**src/rtl/sc_io_device.sv**
```systemverilog
// Board-side I/O endpoint: debounces slide switches into two CPU input ports and
// renders the low byte of two CPU output ports as decimal on six active-low digits.
module sc_io_device #(
    parameter int DEBOUNCE_CYCLES = 50000
) (
    input  logic        clock,
    input  logic        resetn,
    input  logic [9:0]  sw,
    input  logic [31:0] out_port0,
    input  logic [31:0] out_port1,
    output logic [31:0] in_port0,
    output logic [31:0] in_port1,
    output logic [6:0]  hex0,
    output logic [6:0]  hex1,
    output logic [6:0]  hex2,
    output logic [6:0]  hex3,
    output logic [6:0]  hex4,
    output logic [6:0]  hex5
);

    localparam int PW = (DEBOUNCE_CYCLES > 2) ? $clog2(DEBOUNCE_CYCLES) : 1;
    localparam logic [PW-1:0] PRESC_MAX = PW'(DEBOUNCE_CYCLES - 1);
    localparam logic [6:0] SEG_BLANK = 7'h7F;

    typedef enum logic [1:0] {
        S_LOAD  = 2'd0,
        S_SHIFT = 2'd1,
        S_STORE = 2'd2
    } state_t;

    function automatic logic [6:0] seg7(input logic [3:0] d);
        logic [6:0] s;
        case (d)
            4'd0:    s = 7'h40;
            4'd1:    s = 7'h79;
            4'd2:    s = 7'h24;
            4'd3:    s = 7'h30;
            4'd4:    s = 7'h19;
            4'd5:    s = 7'h12;
            4'd6:    s = 7'h02;
            4'd7:    s = 7'h78;
            4'd8:    s = 7'h00;
            4'd9:    s = 7'h10;
            default: s = SEG_BLANK;
        endcase
        return s;
    endfunction

    function automatic logic [3:0] add3(input logic [3:0] n);
        logic [3:0] r;
        if (n >= 4'd5) begin
            r = n + 4'd3;
        end else begin
            r = n;
        end
        return r;
    endfunction

    logic [9:0]    r_sync1, r_sync2, r_samp, r_db;
    logic [PW-1:0] r_presc;
    logic          w_tick;

    state_t        r_state, w_next;
    logic [7:0]    r_snap;
    logic [11:0]   r_bcd;
    logic [3:0]    r_cnt;
    logic          r_sel;
    logic [11:0]   w_adj;
    logic [6:0]    w_seg_h, w_seg_t, w_seg_u;
    logic          w_unused_bits;

    assign w_tick        = (r_presc == PRESC_MAX);
    assign w_unused_bits = ^{out_port0[31:8], out_port1[31:8]};
    assign in_port0      = {27'd0, r_db[4:0]};
    assign in_port1      = {27'd0, r_db[9:5]};

    // Two-flop synchronizer for the asynchronous switch inputs.
    always_ff @(posedge clock or negedge resetn) begin
        if (!resetn) begin
            r_sync1 <= 10'd0;
            r_sync2 <= 10'd0;
        end else begin
            r_sync1 <= sw;
            r_sync2 <= r_sync1;
        end
    end

    // Sample-period prescaler; tick fires on the terminal count.
    always_ff @(posedge clock or negedge resetn) begin
        if (!resetn) begin
            r_presc <= '0;
        end else if (w_tick) begin
            r_presc <= '0;
        end else begin
            r_presc <= r_presc + PW'(1);
        end
    end

    // A level is accepted only when two consecutive ticks see it.
    always_ff @(posedge clock or negedge resetn) begin
        if (!resetn) begin
            r_samp <= 10'd0;
            r_db   <= 10'd0;
        end else if (w_tick) begin
            r_samp <= r_sync2;
            if (r_sync2 == r_samp) begin
                r_db <= r_sync2;
            end
        end
    end

    // Display FSM state register.
    always_ff @(posedge clock or negedge resetn) begin
        if (!resetn) begin
            r_state <= S_LOAD;
        end else begin
            r_state <= w_next;
        end
    end

    // Display FSM next-state logic.
    always_comb begin
        w_next = r_state;
        case (r_state)
            S_LOAD:  w_next = S_SHIFT;
            S_SHIFT: begin
                if (r_cnt == 4'd7) begin
                    w_next = S_STORE;
                end else begin
                    w_next = S_SHIFT;
                end
            end
            S_STORE: w_next = S_LOAD;
            default: w_next = S_LOAD;
        endcase
    end

    assign w_adj = {add3(r_bcd[11:8]), add3(r_bcd[7:4]), add3(r_bcd[3:0])};

    // Double-dabble datapath: add-3 correction then shift the binary byte into BCD.
    always_ff @(posedge clock or negedge resetn) begin
        if (!resetn) begin
            r_snap <= 8'd0;
            r_bcd  <= 12'd0;
            r_cnt  <= 4'd0;
            r_sel  <= 1'b0;
        end else begin
            case (r_state)
                S_LOAD: begin
                    r_snap <= r_sel ? out_port1[7:0] : out_port0[7:0];
                    r_bcd  <= 12'd0;
                    r_cnt  <= 4'd0;
                end
                S_SHIFT: begin
                    {r_bcd, r_snap} <= {w_adj[10:0], r_snap, 1'b0};
                    r_cnt           <= r_cnt + 4'd1;
                end
                S_STORE: r_sel <= ~r_sel;
                default: r_sel <= 1'b0;
            endcase
        end
    end

    // Segment encoding with leading-zero blanking; units always shown.
    always_comb begin
        w_seg_h = SEG_BLANK;
        w_seg_t = SEG_BLANK;
        w_seg_u = seg7(r_bcd[3:0]);
        if (r_bcd[11:8] != 4'd0) begin
            w_seg_h = seg7(r_bcd[11:8]);
            w_seg_t = seg7(r_bcd[7:4]);
        end else if (r_bcd[7:4] != 4'd0) begin
            w_seg_t = seg7(r_bcd[7:4]);
        end else begin
            w_seg_t = SEG_BLANK;
        end
    end

    // All three digits of a port commit on the same edge.
    always_ff @(posedge clock or negedge resetn) begin
        if (!resetn) begin
            hex0 <= SEG_BLANK;
            hex1 <= SEG_BLANK;
            hex2 <= SEG_BLANK;
            hex3 <= SEG_BLANK;
            hex4 <= SEG_BLANK;
            hex5 <= SEG_BLANK;
        end else if (r_state == S_STORE) begin
            if (r_sel) begin
                hex5 <= w_seg_h;
                hex4 <= w_seg_t;
                hex3 <= w_seg_u;
            end else begin
                hex2 <= w_seg_h;
                hex1 <= w_seg_t;
                hex0 <= w_seg_u;
            end
        end
    end

endmodule
```
**config.mk**
```make
export PLATFORM = sky130hd
export DESIGN_NAME = sc_io_device
export DESIGN_NICKNAME = d
export VERILOG_FILES = /design/src/rtl/sc_io_device.sv
export SDC_FILE = /design/constraint.sdc
export NUM_CORES = 1
export LEC_CHECK = 0
export ABC_AREA = 1
export BUFFER_PORTS_ARGS = -buffer_cell sky130_fd_sc_hd__clkbuf_2
export CAP_MARGIN = 20
export CORE_UTILIZATION = 45
export CTS_BUF_LIST = sky130_fd_sc_hd__clkbuf_2
export DETAILED_ROUTE_END_ITERATION = 10
export PLACE_DENSITY = 0.85
export SLEW_MARGIN = 0
export SYNTH_ARGS = -nofsm -noshare
export SYNTH_HDL_FRONTEND = slang
export SYNTH_SLANG_ARGS = --single-unit
export TNS_END_PERCENT = 30
```
**constraint.sdc**
```tcl
create_clock -name clock -period 1.4 [get_ports clock]
set_clock_uncertainty 0.05 [all_clocks]
set_input_delay 0.28 -clock clock [delete_from_list [all_inputs] [get_ports clock]]
set_output_delay 0.28 -clock clock [all_outputs]
set_load 0.03 [all_outputs]
```
# Word-level counts from Yosys, hierarchy flattened
# Memory sizes are Yosys's and may differ from the RTL's.
# Index checks and enable logic that the tools add are counted.
[word_totals]
ff_bits = 125
romBits = 448
output_inout_bits = 106
memories = 4
[op_classes]
addsub = 5
n_lt_le_gt_ge = 3
n_eq_ne = 5
muxes = 14
bitwise = 1
reduce_logical = 8
[memory_table]
columns = ["name", "words", "width", "read_ports", "rd_clocked_by_memory_dff", "wr", "line", "rtl"]
rows = [
  ["(no name shown)", 16, 7, 1, 0, 0, "33", "case (d)"],
  ["(no name shown)", 16, 7, 1, 0, 0, "33", ""],
  ["(no name shown)", 16, 7, 1, 0, 0, "33", ""],
  ["(no name shown)", 16, 7, 1, 0, 0, "33", ""],
]
[op_table]
columns = ["cell", "n"]
rows = [
  ["$pmux 12 s2", 1],
  ["$mux 7", 3],
  ["$add 16x1->16 const B", 1],
  ["$eq 16x16->1 const B", 1],
  ["$mux 16", 1],
  ["$pmux 8 s2", 1],
  ["$ge 4x3->1 const B", 3],
  ["$eq 10x10->1", 1],
  ["$add 4x2->4 const B", 2],
  ["$mux 4", 2],
  ["$mux 8", 1],
  ["$pmux 4 s2", 1],
  ["$reduce_bool 4->1", 2],
  ["$reduce_and 2->1", 3],
  ["$add 4x1->4 const B", 1],
  ["$eq 4x3->1 const B", 1],
  ["$pmux 2 s2", 1],
  ["$add 3x2->3 const B", 1],
  ["$mux 3", 1],
  ["$eq 2x1->1 const B", 1],
  ["$eq 2x2->1 const B", 1],
  ["$logic_not 2->1", 1],
  ["$mux 2", 1],
  ["$pmux 1 s2", 1],
  ["other kinds (3)", 3],
]

# Depth between registers and ports, before layout
[depth]
word_depth = 3
mapped_depth = 9
mapped_depth_nobuf = 9

# Worst setup path before layout
# No wires, ideal clock.
[synth_timing]
path_kind = "register to register"
start = "reg r_bcd[0]"
end = "reg r_bcd[1]"
setup_time_ns = 0.129
t_arrival_ns = 1.336
required_ns = 1.221
setup_slack_ns = -0.115
path_stages_with_launch = 8
path_buffers = 0
period_less_slack_ns = 1.515
path_cell_list = "dfrtp_1 -> inv_1 -> ha_1 -> nand2_1 -> o21ai_0 -> a21oi_1 -> o21ai_0 -> o21ai_0"
[synth_between]
elab_chain_len = 3
word_cells_on_any_way = 4
classes_between = "add/sub: 1; order compare: 1; mux: 2"
[synth_rtl]
columns = ["element", "line", "rtl"]
rows = [
  ["from (decl)", "65", "logic [11:0] r_bcd;"],
  ["from (signal assigned)", "155", "{r_bcd, r_snap} <= {w_adj[10:0], r_snap, 1'b0};"],
  ["$add 4x2->4 or $ge 4x3->1 (tied branches)", "52, 51", ""],
  ["$mux 4 (*)", "51", "if (n >= 4'd5) begin"],
  ["$pmux 12 s2 (*)", "148", "case (r_state)"],
]
# Mark *: on every way between the ends. The rest lies on a longest branch, timed or not.
# A chain may end at the register's enable or synchronous reset.

# Final worst setup path
[layout_timing]
start = "reg hex4[3]"
end = "out hex4[3]"
[layout_lines]
columns = ["element", "line", "rtl"]
rows = [
  ["from (decl)", "17", "output logic [6:0] hex4,"],
  ["from (signal assigned)", "191", "hex4 <= w_seg_t;"],
]
# No word-level cell between the ends.

==> results.yml <==
worst_setup_path:
  crit_path_max_fanout: 2
  cp.arrival_ns: 1.50
  crit_type: "register to output port"
  end_kind: "output port"
  path_cells: "buf_8"
  start_kind: "register"
  required_ns: 1.07
  rr_endpoint: "r_bcd[6]"
  crit_buf_inv: 1
  cp_top_family: "flip-flops"
  worst_path_max_delay_cell: "dfstp_2"
  r2r_cells: 8
  cp-startpoint: "hex4[3]"
  timing.rr.start: "r_bcd[5]"
  r2r_setup_slack_ns: -0.13
  slowest_delay_ns: 0.64
synthesis:
  synth_area_leader_cell: "dfrtp_1"
  yosys.area.top_type_share_pct: 33.67
  synth_commonest_cells: "245 x nand2_1, 83 x dfrtp_1, 69 x inv_1, 58 x o21ai_0, 55 x buf_4"
  ys_ff_latch: 125
  synth_edf_count: 0
  ys_async_sr_fraction_pct: 100.0
  yosysWarnings: 0
  syn-cell-area_sq_um: 6168
  avgSynthCellArea_sq_um: 8.450
  yosys-top-cells-area: "dfrtp_1 34%, dfstp_2 18%, nand2_1 15%"
  yosysMostFrequentCell: "nand2_1"
  syn_inst: 730
  ys_types: 34
  ys_seq_area_share_pct: 51.56
  synth_ff_type: "dfrtp_1"
grt:
  grt_pass1_vias: 5105
  grt_max_degree: 47
  grt_busiest_layer: "met2"
  grt_pass1_wl_mm: 23.58
  met1_usage_pct: 24.97
  grtUsageMet3_pct: 4.981
  antenna_found_initial: 0
  overflow: 0
  grt_use_total_pct: 21.11
  met2_usage_pct: 36.99
floorplan:
  design.core.area_sq_um: 13300
  start_util_pct: 46.40
  fp.dieH_um: 119.1
  core.rowCount: 42
  die_area_sq_um: 14180
  io_pins: 182
  die_w_um: 119.1
layout:
  fillers: 1038
  syn_to_final_growth_pct: 31.36
  final_util_pct: 60.94
  final_net_count: 984
  final_area_sq_um: 8103
  drive_above_1_share_pct: 28.98
  diodes: 0
timing:
  hold_slack_ns: 0.02221
  period_minus_slack_ns: 1.830
  slew_viol_final: 0
  final-hold-violation-count: 0
  fmax_mhz: 546.3
  setup_viol: 83
  layout_setup_ws_ns: -0.4305
  grt_setup_unrepaired: "yes"
  fin_crit_sh_pct: 130.7
detailed_routing:
  route.detailed.drc: 0
  vias_per_cell: 4.913
  final_antenna_net_count: 0
  dr.pass1.iters: 5
  wire_per_inst_um: 14.06
  drtIter0Drc: 514
  via_count: 5306
  drt_wl_total_mm: 15.19
clock_tree:
  clk_latency_ns: 0.70
  path_clk_slew_ns: 0.20
  clockRootBuffer: "clkbuf_2"
  cts_tree: "built"
  numCtsBuffers: 17
  cts.sinks: 125
  htreeDepth: 4
  cts_buffer_depth: 2
flow_run:
  cap_violations: 0
status:
  status: "finished with violations"
  violations: "setup timing"
power_and_ir_drop:
  power.leakage_nw: 4.089
  powerDensity_nw_per_um2: 1747
  peakVddDrop_mv: 1.360
min_path:
  min_path_type: "primary input to async pin"
placed_design:
  dpl-instance-area_sq_um: 6862
  port_buffers: 79
  routabilityCongestion: 0.8706
  hpwl_mm: 9.208
## cell families after synthesis
logic type | synth area share (%)
AO/OA/AOI/OAI | 8.479
XOR/XNOR | 1.136
adder cells (fa/ha/maj) | 3.448
buffers and inverters | 13.25
flip-flops | 51.56
other | 0.06079
AND/OR/NAND/NOR | 22.07
## timing repair
item,CTS,global route
buffers inserted,3,4
resized for setup,129,103
endpoints found under the setup margin,106,133
hold buffers,27,0
endpoints found under the hold margin,143,0
pin swaps,6,2
## metrics by stage
step / std cells / setup slack (ns) / setup TNS [ns] / total power, W
3_5_place_dp: 1014 / -0.1229 / -2.282 / 0.009844
6_report: 1080 / -0.4305 / -17.73 / 0.01415
5_1_grt: 1080 / -0.4762 / -25.94 / 0.01484
4_1_cts: 1076 / -0.3778 / -18.66 / 0.01313
3_3_place_gp: 1014 / -0.07463 / -0.6697 / 0.009736
2_1_floorplan: 783 / -0.003191 / -0.01041 / 0.008462
## power breakdown
group	total (W)	internal, W	switching, W
clock	0.00213	0.000811	0.00132
combinational	0.00645	0.00282	0.00362
sequential	0.00557	0.00477	0.000804
total	0.0142	0.00840	0.00575
## worst register-to-register path, stage by stage, from the launching register on
cell     delay, ns
dfrtp_2       0.48
inv_2         0.08
ha_2          0.22
inv_1         0.08
a21oi_2       0.16
nand2_2       0.07
a21oi_1       0.12
o21ai_0       0.11
o21ai_1       0.09
## registers in the layout, indices dropped and copies added, names as in the netlist
name     flops
r_samp      10
hex3         7
r_sync1     10
r_presc     16
hex4         7
r_state      2
r_cnt        4
r_snap       8
r_sync2     10
r_bcd       12
hex0         7
hex1         7
r_db        10
hex2         7
r_sel        1
hex5         7
## worst max path at each step
stage | endpoint | slack [ns] | depth (start not counted)
6_report | hex4[3] | -0.43 | 1
3_5_place_dp | r_db[5] | -0.12 | 8
5_1_grt | hex4[3] | -0.48 | 1
3_3_place_gp | hex3[3] | -0.07 | 7
2_1_floorplan | r_bcd[5] | -0.003 | 7
4_1_cts | hex3[3] | -0.38 | 1
## routing by layer
metal | share of wire (%) | wire (um)
met1 | 40 | 6149
met2 | 52 | 7943
met3 | 4.1 | 621
met4 | 3.1 | 474
met5 | 0 | 0
## cell type report
type,count,area (sq um),share of cell area [%]
well taps,176,220.2,2.718
multi-input cells,511,2540,31.35
clock buffers,21,105.1,1.297
inverters,75,291.5,3.598
repair buffers,161,1654,20.41
flip-flops and latches,125,3189,39.36
clock inverters,11,102.6,1.266
## cell usage in the layout (no fill, tap or decap), types with 8 or more instances in the layout
cell type / Yosys / final
a21oi_1: 16 / 13
buf_4: 55 / 50
buf_8: 0 / 53
clkbuf_2: 0 / 47
conb_1: 1 / 54
dfrtp_1: 83 / 76
dfstp_2: 42 / 42
dlygate4sd3_1: 0 / 27
ha_1: 17 / 8
inv_1: 69 / 66
nand2_1: 245 / 236
nand2_2: 2 / 11
nand3_1: 26 / 23
nor2_1: 49 / 43
o21ai_0: 58 / 37
o21ai_1: 4 / 22
Power figures use the tool's default switching activity.
